### src/rtl/cpu_run_ctrl.sv
// cpu_run_ctrl: run/halt/step controller producing the CPU commit enable, with breakpoint/syscall stops and a retired counter.
module cpu_run_ctrl #(
  parameter int CNT_W  = 32,
  parameter int STEP_W = 16
) (
  input  logic              clk,
  input  logic              reset,
  input  logic              cmd_valid,
  input  logic [1:0]        cmd_op,
  input  logic [STEP_W-1:0] cmd_count,
  output logic              cmd_ready,
  output logic              cmd_err,
  input  logic              bp_en,
  input  logic [31:0]       bp_addr,
  input  logic              cnt_clr,
  input  logic [31:0]       pc,
  input  logic [31:0]       instr,
  output logic              cpu_en,
  output logic              halted,
  output logic [2:0]        halt_cause,
  output logic [CNT_W-1:0]  retired
);
  typedef enum logic [1:0] {S_HALTED, S_RUN, S_STEP} state_t;
  state_t r_state, w_state_nx;
  logic [STEP_W-1:0] r_steps, w_steps_nx;
  logic r_skip, w_skip_nx, r_err;
  logic [2:0] r_cause, w_cause_nx;
  logic [CNT_W-1:0] r_retired;
  logic w_active, w_bp, w_sys, w_run_cmd, w_step_cmd, w_halt_cmd, w_step_done, w_stop;
  assign w_active    = r_state != S_HALTED;
  assign w_bp        = bp_en && pc == bp_addr && !r_skip;
  assign w_sys       = instr == 32'h0000_000C;
  assign w_run_cmd   = cmd_valid && cmd_op == 2'b01;
  assign w_halt_cmd  = cmd_valid && cmd_op == 2'b10;
  assign w_step_cmd  = cmd_valid && cmd_op == 2'b11;
  assign cpu_en      = w_active && !reset && !w_bp && !w_sys;
  assign w_step_done = r_state == S_STEP && cpu_en && r_steps == STEP_W'(1);
  assign w_stop      = w_bp || w_sys || w_step_done || w_halt_cmd;
  assign cmd_ready   = 1'b1;
  assign cmd_err     = r_err;
  assign halted      = r_state == S_HALTED;
  assign halt_cause  = r_cause;
  assign retired     = r_retired;
  always_comb begin
    w_state_nx = r_state;
    w_steps_nx = r_steps;
    w_skip_nx  = r_skip;
    w_cause_nx = r_cause;
    if (!w_active) begin
      if (w_run_cmd) begin
        w_state_nx = S_RUN;
        w_skip_nx  = 1'b1;
      end else if (w_step_cmd) begin
        w_state_nx = S_STEP;
        w_steps_nx = cmd_count == '0 ? STEP_W'(1) : cmd_count;
        w_skip_nx  = 1'b1;
      end
    end else begin
      w_skip_nx = 1'b0;
      if (r_state == S_STEP && cpu_en) w_steps_nx = r_steps - STEP_W'(1);
      if (w_stop) begin
        w_state_nx = S_HALTED;
        w_steps_nx = '0;
        w_cause_nx = w_bp ? 3'b010 : w_sys ? 3'b100 : w_step_done ? 3'b011 : 3'b001;
      end
    end
  end
  always_ff @(posedge clk) begin
    if (reset) begin
      r_state   <= S_HALTED;
      r_steps   <= '0;
      r_skip    <= 1'b0;
      r_cause   <= 3'b000;
      r_err     <= 1'b0;
      r_retired <= '0;
    end else begin
      r_state   <= w_state_nx;
      r_steps   <= w_steps_nx;
      r_skip    <= w_skip_nx;
      r_cause   <= w_cause_nx;
      r_err     <= w_active && (w_run_cmd || w_step_cmd);
      r_retired <= cnt_clr ? '0 : r_retired + CNT_W'(cpu_en);
    end
  end
endmodule

### config.mk
export PLATFORM = sky130hd
export DESIGN_NAME = cpu_run_ctrl
export DESIGN_NICKNAME = d
export VERILOG_FILES = /design/src/rtl/cpu_run_ctrl.sv
export SDC_FILE = /design/constraint.sdc
export NUM_CORES = 1
export LEC_CHECK = 0
export CORE_ASPECT_RATIO = 1.2
export CORE_MARGIN = 4
export CORE_UTILIZATION = 45
export DETAILED_ROUTE_END_ITERATION = 8
export PLACE_DENSITY_LB_ADDON = 0.05
export SLEW_MARGIN = 20
export SYNTH_ARGS = -nofsm -noshare
export SYNTH_HDL_FRONTEND = slang
export SYNTH_SLANG_ARGS = --single-unit
### constraint.sdc
create_clock -name clk -period 5.4 [get_ports clk]
set_input_delay 0.81 -clock clk [delete_from_list [all_inputs] [get_ports clk]]
set_output_delay 0.81 -clock clk [all_outputs]
set_load 0.005 [all_outputs]
==> impl_results.md, run 1 <==
- RSZ-0062 raised after global routing: false
- Total Nets Final: between 600 and 700
- Drt first-iter violations: roughly 220
- Commonest non-fill, non-tap cell in the layout: clkdlybuf4s50_1
- Synthesized cell area: 3362 sq um
- P_int: 699.4 uW
- Layout cell share with drive strength beyond 1: 4.754%
- Postcts setup bufs: 0
- DRT Pass-1 Iters: 4
- CTS Root Cell: clkbuf_8
- Worst setup EP type: output port
- Post_cts resized: 0
- Post-Route Skew: roughly 0.013 ns
- Combinational Power Share: 25.7%
- Ant diodes: 0
- Clk network pwr share: 30.2%
- DRC: 0
- Syn Area/Cell: slightly above 8 sq um
- First-pass GRT wire length: 16340 um
- Via density: 5.622
- Row count: 34
- Largest net degree at the start of global routing: 33
- CTS tree: yes
- Worst Min Path Start: halt_cause[2]
- Final WL: 10300 um
- Crit path launch type: primary input
- Routed len/inst: 15.65 um
- Starting Density: between 40 and 50%
- Post-synth ARST share: 0%
- Die Wd: around 87 um
- Buffers on Ports: between 150 and 200
- Critical path class: primary input to output port
- Max Clk Rate: 248.1 MHz
- Status: completed
- TritonCTS buffer count: 5
- Gr ovfl total: 0
- Data required, critical path: 4.59 ns
- Post-DP HPWL: around 8400 um
- Initial antenna violation count: 0
- Layout area overhead: 51.66%
- Post-synth top area share: between 30 and 40%
- Core box area: 7274 sq um
- Via Count: 3699
- Critical Path AT: around 3.2 ns
- Seq cells post-synth: 55
- # hold bufs at CTS: 0
- Final Max Tran Viols: 0
- Antenna Nets Post-Route: 0
- Fin crit period: roughly 4.0 ns
- Clock tree buffer depth: 2
- GRT Util Overall: 22.63%
- Reg clk slew, reported paths: 0.09 ns
- Min-delay worst type: flop to flop
- Number of global-route vias before repair: roughly 3600
- Max Cap Viol: 0
- Setup slack at placement: 1.106 ns
- Sw frac: 27.27%
- Synth area leader: dfxtp_1
- Normalized max-slew margin: between 40% and 50%
- Fin Setup TNS: 0 ns
- Sequential area share after synthesis: 32.75%
- Worst reg2reg path startpoint: r_state[0]
- Worst-margin pin slew: 0.7923 ns
- Pwr/cell area: 188.6 nW/um^2
- Final worst-path cycle share: 74.64%
- VDD IR max: 0.0001553 V
- Yosys warnings: 0
- Ys flop type: dfxtp_1
- FILL cells: 608
- Clock sinks: 55
- Gpl congestion: 0.8701
- Worst setup margin: 1.369 ns
- Syn nets: 541
- Max H-tree Level: 2
- Post-synth cell types: 54
- CP startpoint: bp_addr[31]
- Clk_lat worst skew: 0.31 ns
- Cells after Synth: around 420
- Sequential share of power: 44.1%
- Final Hold Viols: 0
- NetSw: 262.2 uW
- DIE HEIGHT: 102.7 um
- Synth top area cells: dfxtp_1 (33%), xor2_1 (11%), nor2_1 (5.4%)
- Final setup violation count: 0
- Commonest cells after routing, fill and taps aside: clkdlybuf4s50_1 (156), dfxtp_1 (55), nor2_1 (48), xor2_1 (44), nand3_1 (32)
- Die area: 8924 sq um
- Crit Path Max Fanout: 5
- Static leakage: 1.771 nW
- Post-synth EDFFs: 0
- # IOs: around 160
- Power, Total: 961.6 uW
## per-stage QoR
stage	utilization (%)	hold slack [ns]	area (sq um)	cells
3_3_place_gp	68.42	0.4513	4977	650
4_1_cts	70.09	0.4626	5099	658
6_report	70.09	0.4597	5099	658
3_5_place_dp	68.42	0.4495	4977	650
5_1_grt	70.09	0.4946	5099	658
2_1_floorplan	-	0.4527	3362	418
## logic make-up after synthesis
group	after synthesis	share of synthesized area [%]
adders and majority gates	4	1.489
AOI/OAI and AO/OA	64	14.92
other	1	0.1115
xor gates and xnor gates	50	13.03
and+or+nand+nor	213	33.83
DFF	55	32.75
buffers and inverters	31	3.870
## state kept, by name, summed over array words and instances (netlist names)
name	count
r_skip	1
r_state	2
r_steps	16
cmd_err	1
halt_cause	3
retired	32
## worst max-delay path, cell delays in order
cell and delay, ns:
clkdlybuf4s50_1 0.41, xor2_1 0.17, nor4_1 0.35, nand4b_1 0.15, or4_4 0.60, o21ai_2 0.11
nor3_1 0.09, clkdlybuf4s50_1 0.51
## cell usage after synthesis (11+ instances only)
master     n
dfxtp_1   55
nor2_1    48
xor2_1    44
nand3_1   32
nand2_1   29
nor4_1    27
nor2b_1   18
inv_1     14
nor3_1    14
nand4_1   12
clkbuf_1  11
o221ai_1  11
## final timing paths
path                   endpoint  slack (ns)  cells after the start
setup / recovery         cpu_en        1.37                      8
hold / removal    halt_cause[2]        0.46                      2
hold reg to reg   halt_cause[2]        0.46                      2
setup reg to reg    retired[28]        1.93                     11
## metal layers
layer,vias to the layer above,GRT usage [%],share of wire [%]
met1,1700,24.33,37
met5,-,0,0
met4,0,7.434,2.0
met3,22,4.716,7.3
li1,1827,-,-
met2,150,43.42,53
## cell type report
type	count	area (sq um)	share of cell area, %
clock inverters	2	38.79	0.7607
repair buffers	158	1577	30.92
multi-input cells	332	2131	41.79
flip-flops and latches	55	1101	21.60
inverters	15	56.30	1.104
clock buffers	6	82.58	1.620
well taps	90	112.6	2.209
## power by group through the flow
stage               clock network [mW]  registers (mW)  logic, mW
finish                           0.290           0.424      0.248
global route                     0.318           0.425      0.269
CTS                              0.300           0.423      0.246
detailed placement                   0           0.432      0.246
global placement                     0           0.432      0.242
floorplan                            0           0.430      0.123
Power figures use the tool's default switching activity.
==> run 2, diff against run 1 <==
--- a/config.mk
+++ b/config.mk
@@ -7,7 +7,7 @@
 export LEC_CHECK = 0
 export CORE_ASPECT_RATIO = 1.2
 export CORE_MARGIN = 4
-export CORE_UTILIZATION = 45
+export CORE_UTILIZATION = 38
 export DETAILED_ROUTE_END_ITERATION = 8
 export PLACE_DENSITY_LB_ADDON = 0.05
 export SLEW_MARGIN = 20
==> constraint.sdc (replaced) <==
create_clock -name clk -period 3.7 [get_ports clk]
set_input_delay 0.555 -clock clk [delete_from_list [all_inputs] [get_ports clk]]
set_output_delay 0.555 -clock clk [all_outputs]
set_load 0.005 [all_outputs]
==> impl_results.md, run 2 (same netlist as run 1, synthesis figures left out) <==
- Status: completed (unchanged)
- Post-route cell area: 5197 sq um (was 5099 sq um)
- # IOs: 158 (unchanged)
- Worst setup EP type: output port (unchanged)
- Post_cts resized: 0 (unchanged)
- Sequential share of power: 46.1% (was 44.1%)
- CP delay by family, top: buffers and inverters (was simple AND/OR/NAND/NOR gates)
- Static leakage: 1.813 nW (was 1.771 nW)
- Crit path launch type: primary input (unchanged)
- DRC: 0 (unchanged)
- First-pass GRT wire length: 17090 um (was 16340 um)
- Starting Density: 39.04% (was 46.22%)
- Crit Path Max Fanout: 3 (was 5)
- NetSw: 398.1 uW (was 262.2 uW)
- Final setup violation count: 0 (unchanged)
- Drt first-iter violations: 159 (was 217)
- Final Max Tran Viols: 0 (unchanged)
- Layout cell share with drive strength beyond 1: 6.724% (was 4.754%)
- Gr ovfl total: 0 (unchanged)
- Clk network pwr share: 26.8% (was 30.2%)
- Commonest non-fill, non-tap cell in the layout: clkdlybuf4s50_1 (unchanged)
- Number of global-route vias before repair: 3666 (was 3647)
- CTS tree: yes (unchanged)
- DIE HEIGHT: 111.0 um (was 102.7 um)
- Post-Route Skew: 0.01375 ns (was 0.01250 ns)
- Die area: 10420 sq um (was 8924 sq um)
- Final worst-path cycle share: between 90% and 100%
- Setup slack at placement: 0.01422 ns (was 1.106 ns)
- Worst-margin pin slew: 0.7648 ns (was 0.7923 ns)
- Final Hold Viols: 0 (unchanged)
- VDD IR max: 0.0001879 V (was 0.0001553 V)
- Combinational Power Share: 27.1% (was 25.7%)
- Routed len/inst: 14.80 um (was 15.65 um)
- Max Clk Rate: roughly 290 MHz
- Sw frac: 29.70% (was 27.27%)
- Final WL: 10310 um (was 10300 um)
- CTS Root Cell: clkbuf_8 (unchanged)
- DRT Pass-1 Iters: 4 (unchanged)
- Worst path cell trace: clkdlybuf4s50_1 -> inv_1 -> a2111oi_2 -> nand4_1 -> or4_4 -> o21ai_2 -> nor3_1 -> buf_4 -> clkdlybuf4s50_1 (was clkdlybuf4s50_1 -> xor2_1 -> nor4_1 -> nand4b_1 -> or4_4 -> o21ai_2 -> nor3_1 -> clkdlybuf4s50_1)
- Core box area: 8611 sq um (was 7274 sq um)
- Buffers on Ports: 156 (unchanged)
- Commonest cells after routing, fill and taps aside: clkdlybuf4s50_1 (156), dfxtp_1 (55), nor2_1 (48), xor2_1 (44), nand3_1 (32) (unchanged)
- GRT Util Overall: 19.75% (was 22.63%)
- Data required, critical path: 3.14 ns (was 4.59 ns)
- Worst setup margin: 0.2364 ns (was 1.369 ns)
- Row count: 37 (was 34)
- Max Cap Viol: 0 (unchanged)
- Largest net degree at the start of global routing: 33 (unchanged)
- Critical path class: primary input to output port (unchanged)
- Post-DP HPWL: 8455 um (was 8372 um)
- Max H-tree Level: 2 (unchanged)
- Normalized max-slew margin: 48.54% (was 47.12%)
- # hold bufs at CTS: 0 (unchanged)
- Total Nets Final: 702 (was 690)
- Initial antenna violation count: 0 (unchanged)
- TritonCTS buffer count: 5 (unchanged)
- Clock tree buffer depth: 2 (unchanged)
- Fin crit period: 3.464 ns
- Slowest stage delay, CP: 0.52 ns (was 0.60 ns)
- Placed inst area: 5101 sq um (was 4977 sq um)
- Crit path top cell by count: clkdlybuf4s50_1 (unchanged)
- Via density: 5.343 (was 5.622)
- Ant diodes: 0 (unchanged)
- Pwr/cell area: 257.9 nW/um^2 (was 188.6 nW/um^2)
- Reg clk slew, reported paths: 0.10 ns (was 0.09 ns)
- Via Count: 3724 (was 3699)
- RSZ-0062 raised after global routing: false (unchanged)
- Antenna Nets Post-Route: 0 (unchanged)
- Post-Route Utilization: 60.36% (was 70.09%)
- Critical Path AT: 2.91 ns (was 3.22 ns)
- Power, Total: 1.340 mW (was 961.6 uW)
- Min-delay worst type: flop to flop (unchanged)
- Clk_lat worst skew: 0.32 ns (was 0.31 ns)
- CP Buf/Inv Count: 4 (was 2)
- P_int: 942.2 uW (was 699.4 uW)
- Die Wd: 93.87 um (was 86.91 um)
- Gpl congestion: 0.9005 (was 0.8701)
- CP max stage cell: clkdlybuf4s50_1 (was or4_4)
- Max FFs per register: 32 (unchanged)
- Layout area overhead: 54.60% (was 51.66%)
- Postcts setup bufs: 0 (unchanged)
- Clock sinks: 55 (unchanged)
- Fin Setup TNS: 0 ns (unchanged)
## run 2: cell count changes in the layout (fill, tap and decap cells not counted), sizes merged
| cell | delta |
|---|---|
| buf | +12 |
| bufinv | -1 |
| clkbuf | -1 |
| clkinv | +1 |
| clkinvlp | +1 |
## run 2: tightest hold or removal path: stages (launching register included)
cell and delay, ns:
dfxtp_1 0.34, nand2_1 0.06, a21oi_1 0.05
## run 2: final timing paths
check / endpoint / slack [ns] / depth (start not counted) / from
worst max-delay path: cpu_en / 0.24 / 9 / pc[4]
worst min-delay path: halt_cause[2] / 0.49 / 2 / halt_cause[2]
worst max register to register: retired[31] / 0.87 / 14 / r_skip
worst min register to register: halt_cause[2] / 0.49 / 2 / halt_cause[2]
## run 2: final cells by class
type	count	area, sq um
fillers	826	3413
multi-input cells	332	2131
repair buffers	170	1667
flip-flops and latches	55	1101
well taps	117	146.4
clock buffers	5	68.82
inverters	15	56.30
clock inverters	3	27.53
## run 2: layer usage
metal  global-route usage, %  up-vias  share of wire, %
li1                        -     1850                 -
met1                   23.35     1733                39
met2                   35.72      125                54
met3                   3.123       16               5.7
met4                   6.262        0               1.7
met5                       0        -                 0
## run 2: power by group through the flow
stage	Combinational, mW	Clock [mW]	Sequential, mW
2_1_floorplan	0.179	0	0.628
3_3_place_gp	0.358	0	0.631
3_5_place_dp	0.362	0	0.631
4_1_cts	0.364	0.370	0.618
5_1_grt	0.399	0.389	0.620
6_report	0.363	0.359	0.618
## run 2: stage by stage
step / hold WS, ns / std cells
floorplan: 0.4527 / 418
global placement: 0.4707 / 689
detailed placement: 0.4728 / 689
CTS: 0.4866 / 697
global route: 0.5409 / 697
finish: 0.4857 / 697
==> run 3, diff against run 2 <==
--- a/config.mk
+++ b/config.mk
@@ -10,6 +10,7 @@
 export CORE_UTILIZATION = 38
 export DETAILED_ROUTE_END_ITERATION = 8
 export PLACE_DENSITY_LB_ADDON = 0.05
+export SKIP_CTS_REPAIR_TIMING = 1
 export SLEW_MARGIN = 20
 export SYNTH_ARGS = -nofsm -noshare
 export SYNTH_HDL_FRONTEND = slang
==> results of run 3 <==
No change in the layout: final DEF, timing and power equal those of run 2.
